--- src/rtl/priv_trap_ctrl.sv ---
// priv_trap_ctrl: machine-mode trap sequencer.
// Picks the winning exception or interrupt, runs the flush handshake with the
// pipeline, then commits mepc/mcause/mtval/mstatus and redirects the PC.
//
// state      | meaning
// -----------+-----------------------------------------------------------
// IDLE       | watching for events; software CSR writes accepted here
// FLUSH      | trap latched, trap_req held until the pipeline acks
// COMMIT     | insert_pc to the trap vector; trap CSRs update on exit
// RET_FLUSH  | mret latched, trap_req held until the pipeline acks
// RET_COMMIT | insert_pc to mepc; MIE/MPIE restored on exit
module priv_trap_ctrl #(
  parameter int XLEN        = 32,
  parameter int NUM_EXC     = 16,
  parameter int NUM_INT     = 16,
  parameter bit VEC_MODE_EN = 1'b1
) (
  input  logic               CLK,
  input  logic               RST,
  input  logic [NUM_EXC-1:0] exc_vec,
  input  logic [XLEN-1:0]    exc_pc,
  input  logic [XLEN-1:0]    exc_tval,
  input  logic [NUM_INT-1:0] int_pend,
  input  logic [NUM_INT-1:0] int_en,
  input  logic [XLEN-1:0]    mtvec,
  input  logic               mret,
  input  logic               pipe_ack,
  input  logic               csr_wen,
  input  logic [1:0]         csr_waddr,
  input  logic [XLEN-1:0]    csr_wdata,
  output logic               trap_req,
  output logic               insert_pc,
  output logic [XLEN-1:0]    priv_pc,
  output logic               busy,
  output logic [XLEN-1:0]    mepc,
  output logic [XLEN-1:0]    mcause,
  output logic [XLEN-1:0]    mtval,
  output logic               mstatus_mie,
  output logic               mstatus_mpie
);

  localparam int MAXN = (NUM_EXC > NUM_INT) ? NUM_EXC : NUM_INT;
  localparam int CW   = (MAXN > 1) ? $clog2(MAXN) : 1;

  typedef enum logic [2:0] {
    IDLE, FLUSH, COMMIT, RET_FLUSH, RET_COMMIT
  } state_t;

  state_t            r_state, w_next;
  logic              r_is_int, r_cause_int, r_mie, r_mpie;
  logic [CW-1:0]     r_code, r_cause_code;
  logic [XLEN-1:0]   r_pc, r_tval, r_mepc, r_mtval;
  logic              w_exc_hit, w_int_hit;
  logic [NUM_INT-1:0] w_int_act;
  logic [CW-1:0]     w_exc_code, w_int_code;
  logic [XLEN-1:0]   w_base, w_vec_off, w_target;

  assign w_int_act = int_pend & int_en;
  assign w_exc_hit = |exc_vec;
  assign w_int_hit = r_mie & (|w_int_act);

  // Lowest set exception index and highest enabled-pending interrupt index.
  always_comb begin
    w_exc_code = '0;
    w_int_code = '0;
    for (int i = NUM_EXC - 1; i >= 0; i--)
      if (exc_vec[i]) w_exc_code = CW'(i);
    for (int j = 0; j < NUM_INT; j++)
      if (w_int_act[j]) w_int_code = CW'(j);
  end

  // Trap vector; modes 2/3 fall back to direct, vectored sum wraps naturally.
  assign w_base    = {mtvec[XLEN-1:2], 2'b00};
  assign w_vec_off = {{(XLEN-CW-2){1'b0}}, r_code, 2'b00};
  assign w_target  = (VEC_MODE_EN && (mtvec[1:0] == 2'b01) && r_is_int)
                     ? (w_base + w_vec_off) : w_base;

  // State register.
  always_ff @(posedge CLK or posedge RST) begin
    if (RST) r_state <= IDLE;
    else     r_state <= w_next;
  end

  // Next-state and handshake outputs.
  always_comb begin
    w_next    = r_state;
    trap_req  = 1'b0;
    insert_pc = 1'b0;
    priv_pc   = '0;
    busy      = (r_state != IDLE);
    case (r_state)
      IDLE: begin
        if (w_exc_hit || w_int_hit) w_next = FLUSH;
        else if (mret)              w_next = RET_FLUSH;
      end
      FLUSH: begin
        trap_req = 1'b1;
        if (pipe_ack) w_next = COMMIT;
      end
      COMMIT: begin
        insert_pc = 1'b1;
        priv_pc   = w_target;
        w_next    = IDLE;
      end
      RET_FLUSH: begin
        trap_req = 1'b1;
        if (pipe_ack) w_next = RET_COMMIT;
      end
      RET_COMMIT: begin
        insert_pc = 1'b1;
        priv_pc   = r_mepc;
        w_next    = IDLE;
      end
      default: w_next = IDLE;
    endcase
  end

  // Event capture, trap/return commit and software CSR writes.
  always_ff @(posedge CLK or posedge RST) begin
    if (RST) begin
      r_is_int     <= 1'b0;
      r_code       <= '0;
      r_pc         <= '0;
      r_tval       <= '0;
      r_mepc       <= '0;
      r_mtval      <= '0;
      r_cause_int  <= 1'b0;
      r_cause_code <= '0;
      r_mie        <= 1'b0;
      r_mpie       <= 1'b0;
    end else begin
      case (r_state)
        IDLE: begin
          if (w_exc_hit) begin
            r_is_int <= 1'b0;
            r_code   <= w_exc_code;
            r_pc     <= exc_pc;
            r_tval   <= exc_tval;
          end else if (w_int_hit) begin
            r_is_int <= 1'b1;
            r_code   <= w_int_code;
            r_pc     <= exc_pc;
            r_tval   <= '0;
          end else if (!mret && csr_wen) begin
            case (csr_waddr)
              2'd0: begin
                r_mie  <= csr_wdata[3];
                r_mpie <= csr_wdata[7];
              end
              2'd1: r_mepc <= csr_wdata & ~XLEN'(3);
              2'd2: begin
                r_cause_int  <= csr_wdata[XLEN-1];
                r_cause_code <= csr_wdata[CW-1:0];
              end
              default: r_mtval <= csr_wdata;
            endcase
          end
        end
        COMMIT: begin
          r_mepc       <= r_pc & ~XLEN'(3);
          r_cause_int  <= r_is_int;
          r_cause_code <= r_code;
          r_mtval      <= r_tval;
          r_mpie       <= r_mie;
          r_mie        <= 1'b0;
        end
        RET_COMMIT: begin
          r_mie  <= r_mpie;
          r_mpie <= 1'b1;
        end
        default: ;
      endcase
    end
  end

  assign mepc         = r_mepc;
  assign mcause       = {r_cause_int, {(XLEN-1-CW){1'b0}}, r_cause_code};
  assign mtval        = r_mtval;
  assign mstatus_mie  = r_mie;
  assign mstatus_mpie = r_mpie;

endmodule

--- config.mk ---
export PLATFORM = sky130hd
export DESIGN_NAME = priv_trap_ctrl
export DESIGN_NICKNAME = d
export VERILOG_FILES = /design/src/rtl/priv_trap_ctrl.sv
export SDC_FILE = /design/constraint.sdc
export NUM_CORES = 1
export LEC_CHECK = 0
export BUFFER_PORTS_ARGS = -buffer_cell sky130_fd_sc_hd__buf_2
export CORE_UTILIZATION = 44
export CTS_CLUSTER_DIAMETER = 80
export CTS_CLUSTER_SIZE = 12
export DETAILED_ROUTE_END_ITERATION = 12
export GPL_TIMING_DRIVEN = 0
export PLACE_DENSITY = 0.77
export SLEW_MARGIN = 10
export SYNTH_ARGS = -nofsm -noshare
export SYNTH_HDL_FRONTEND = slang
export SYNTH_SLANG_ARGS = --single-unit
--- constraint.sdc ---
create_clock -name CLK -period 3.7 [get_ports CLK]
set_input_delay 0.185 -clock CLK [delete_from_list [all_inputs] [get_ports CLK]]
set_output_delay 0.185 -clock CLK [all_outputs]
set_load 0.1 [all_outputs]
After elaboration in Yosys (flattened, before gate mapping). Cells that the tools add are included.

Bits in registers: 143. Bits in latches: 0. RAM bits: 0. Memory bits (read-only): 0. Input port bits: 183. Output and inout port bits: 133. Logic and storage cells: 130. Memories: 0.

Add/sub/neg operators: 1. Multipliers: 0. Divide/modulo/power cells: 0. $lt $le $gt $ge: 0. Eq/ne operators: 17. Shift operators: 0. Multiplexer cells: 78. Bitwise operators: 2. Reductions and logical operators: 21.

Operators with widths (count): $mux 32 (13); $pmux 32 s2 (3); $mux 4 (36); $add 32x6->32 (1); $reduce_or 16->1 (2); $reduce_and 5->1 (4); $mux 1 (17); $and 16x16->16 (1); $mux 3 (4); $ne 2x2->1 const B (6); $pmux 3 s3 (1); $pmux 4 s2 (1); $eq 3x2->1 const B (2); $ne 2x1->1 const B (3); $pmux 1 s3 (2); $reduce_bool 3->1 (2); $eq 2x1->1 const B (2); $reduce_bool 2->1 (2); $reduce_or 2->1 (2); $eq 3x1->1 const B (1); $eq 3x3->1 const B (1); $logic_not 3->1 (1); $ne 3x3->1 const B (1); $reduce_and 3->1 (1); 9 further kinds (10).

Logic depth before layout (Yosys ltp).
Depth in word-level cells: 18. Mapped depth: 9. Depth with buffers taken out: 8.

Worst setup path before layout. Ideal clock, no wire load.

Path type: register to output. Start point: register r_code[0]. End point: output priv_pc[14]. Arrival time: 3.986 ns. Setup slack: -0.471 ns. Cell stages (with the launch flop): 9. Buffers on the path: 0. Path through: dfrtp_1 -> ha_1 -> fa_1 -> a21o_1 -> a21oi_1 -> nor3_1 -> and3_1 -> xnor2_1 -> o21ai_0.

Longest elaborated chain between the ends: 3.

Ends and longest elaborated chain: from (decl) (line 51) `logic [CW-1:0] r_code, r_cause_code;`; from (signal assigned) (line 136) `r_code <= w_exc_code;`; from (signal assigned) (line 141) `r_code <= w_int_code;`; $add 32x6->32 (line 76) `? (w_base + w_vec_off) : w_base;`; $mux 32 (line 76); $pmux 32 s2 (line 91) `case (r_state)`; to (decl) (line 33) `output logic [XLEN-1:0] priv_pc,`.

Every way passes these cells.

Worst setup path after layout.
Start point: register r_code[0]. End point: output priv_pc[18].

Same word-level chain as after synthesis.

==> metrics <==
largest net degree at the start of global routing 35; proportion of layout cells with a drive suffix above 1 0.357; ys flop type dfrtp_1; critical path fanouts, max 5; vias in the first global route 7,458; Yosys reg bits 139; Max Root-Sink Buffers 2; core area 16,600 sq um; Worst Hold Path Cells 2; Layout area overhead 40.3%; hold_ws 0.0102 ns; Area contributors post-synth dfrtp_1 (47%), mux2i_1 (9.5%), a21oi_1 (5.4%); post-route setup slack 0.327 ns; die area 17,500 sq um; crit path kind reg2out; # setup viols final 0; Max-Cap Viols 0; DRC 0; worst-margin pin slew 0.884 ns; Hold Path End r_tval[24]$_DFFE_PP0P_; DIE WIDTH 132 um; Synth top area share 0.466; Post-Place Cells 1,279; count leader, synth dfrtp_1; final cell count without fillers 1,365; initial antenna violation count 4; Final ANT Viol Nets 0; Mean Syn Cell Area 10.0 sq um; area leader, netlist dfrtp_1; All-Layer GR Usage 0.292; Hold Startpoint exc_tval[24]; average wire per standard cell 18.4 um; peak supply drop 0.665 mV; Hold Violations, Final 0; fmax 296 MHz; Boundary Pins 316; Slew HR 0.411; Detailed Route WL 25.1 mm; H-tree lvl count 4; final net count 1,318; CTS buffer count 17; Startpoint Class flop; CTS root buf clkbuf_16; power density over the cells 1070 nW/um^2; Reg-to-Reg Start r_state[0]$_DFFE_PP0P_; sequential area share after synthesis 0.466; chip height 132 um; Post-DP Area 9350 sq um; first-pass GRT wire length 39.0 mm; FILL cells 1,405; Port Buffer Count 282; top cells by count, synth dfrtp_1 (139), nor2_1 (81), a21oi_1 (80); Clk Latency, worst-skew pair 0.42 ns; ys async rst share 1.00; clk sinks 139; 1st-pass router iterations 6; RSZ-0062 raised after global routing false; number of flops mapped to enable cells by yosys 0; WP data required 3.51 ns; Starting Density 0.450; clock-pin transition on the worst setup and hold timing paths 0.06 ns; Post-Syn Area 7460 sq um; YS warnings 0; Setup TNS 0 ns; FF-to-FF path depth 7; row count 47; Tmin final 3.37 ns; CTS tree built; status completed; Placement Setup Slack 0.409 ns; worst reg2reg endpoint r_tval[27]$_DFFE_PP0P_; data arrival time of the critical path 3.19 ns; Vias 7,233; hpwl dp 18.5 mm; DRT iter0 DRCs 379; Worst setup EP type output port; r2r setup slk 1.00 ns; Tcrit/Tclk final 0.912; Mapped Cells 743; Post-CTS Setup Bufs 0; Yosys cell types 57; static leakage 0.00512 uW; GR Overflow Total 0; fin area 10,500 sq um; Vias/cell 5.30; Placer Congestion 0.893; Max Clock Skew 0.00989 ns; max-slew violations 0; worst min path class in2reg
## area by class of cell
| class | count | area [sq um] | share of cell area |
|---|---|---|---|
| sequential | 139 | 3480 | 0.332 |
| buffer | 74 | 475 | 0.0454 |
| antenna | 2 | 5.00 | 0.000478 |
| clock inverter | 15 | 151 | 0.0145 |
| tap | 220 | 275 | 0.0263 |
| timing repair buffer | 338 | 2020 | 0.193 |
| multi-input combinational | 549 | 3590 | 0.343 |
| clock buffer | 17 | 425 | 0.0406 |
| inverter | 11 | 45.0 | 0.00430 |
## power breakdown
group	switching, uW	total, uW	leakage (uW)	internal (uW)
registers	503	2790	0.00161	2290
logic	5300	6740	0.00323	1440
clock network	724	1670	0.000279	948
## logic make-up after synthesis
group | Yosys count | synth area share
AOI/OAI and AO/OA | 183 | 0.154
adders and majority gates | 5 | 0.00939
other | 1 | 0.000503
buffers and inverters | 85 | 0.0693
xor gates and xnor gates | 27 | 0.0317
and+or+nand+nor | 201 | 0.127
DFF | 139 | 0.466
muxes | 102 | 0.142
## cells in the final DEF, fill, tap and decap left out, types with 6 or more instances in the layout
cell type,Yosys,final
dlygate4sd3_1,0,52
clkbuf_16,0,17
xor2_1,15,15
mux2i_1,71,71
o21ai_0,37,13
nor2_1,81,81
nand4_1,6,6
and3_1,11,11
buf_2,7,289
clkbuf_1,25,25
inv_1,11,10
nand3_1,13,13
nor4_2,4,6
o21ai_1,0,24
inv_6,0,6
nand2_1,55,55
mux2_2,31,31
buf_4,35,35
a22o_1,33,33
conb_1,1,31
nor3_1,9,9
xnor2_1,12,12
a21oi_1,80,79
dfrtp_1,139,139
buf_12,3,6
## how the worst max path moves through the flow
| stage | start | end | slack (ns) |
|---|---|---|---|
| 2_1_floorplan | r_code[1]$_DFFE_PP0P_ | priv_pc[21] | 0.01 |
| 3_3_place_gp | r_code[2]$_DFFE_PP0P_ | priv_pc[31] | 0.44 |
| 3_5_place_dp | r_code[2]$_DFFE_PP0P_ | priv_pc[29] | 0.41 |
| 4_1_cts | r_code[0]$_DFFE_PP0P_ | priv_pc[30] | 0.03 |
| 5_1_grt | r_code[2]$_DFFE_PP0P_ | priv_pc[29] | 0.22 |
| 6_report | r_code[0]$_DFFE_PP0P_ | priv_pc[18] | 0.33 |
## critical path: stages (launching register included)
cell	delay, ns
dfrtp_1	0.40
ha_1	0.23
fa_1	0.41
a21o_1	0.18
a21oi_2	0.36
nor3_1	0.21
and3_1	0.24
xnor2_1	0.12
o21ai_1	0.15
buf_2	0.45
## layer usage
layer	part of all wire	global-route usage	wire (um)	up-vias
met5	0.0012	0	30	-
met4	0.029	0.117	737	6
met1	0.41	0.352	10400	3491
met3	0.068	0.0765	1700	56
li1	-	-	-	3371
met2	0.49	0.496	12200	309
## sequential cells by signal, indices dropped and copies added, names as in the netlist
signal and count:
mtval 32, r_tval 32, mepc 30, r_pc 30, r_cause_code 4, r_code 4, r_state 3, mstatus_mie 1
mstatus_mpie 1, r_cause_int 1, r_is_int 1
## per-stage QoR
step	total power, uW	utilization
6_report	11200	0.631
5_1_grt	11700	0.631
4_1_cts	11200	0.630
3_5_place_dp	9450	0.564
3_3_place_gp	9330	0.559
2_1_floorplan	8080	-
## repair_timing
item                                   CTS  global route
setup endpoints to repair                1             4
hold buffers                            51             1
gates resized for setup                  1             2
endpoints found under the hold margin   71             1
Power figures use the tool's default switching activity.
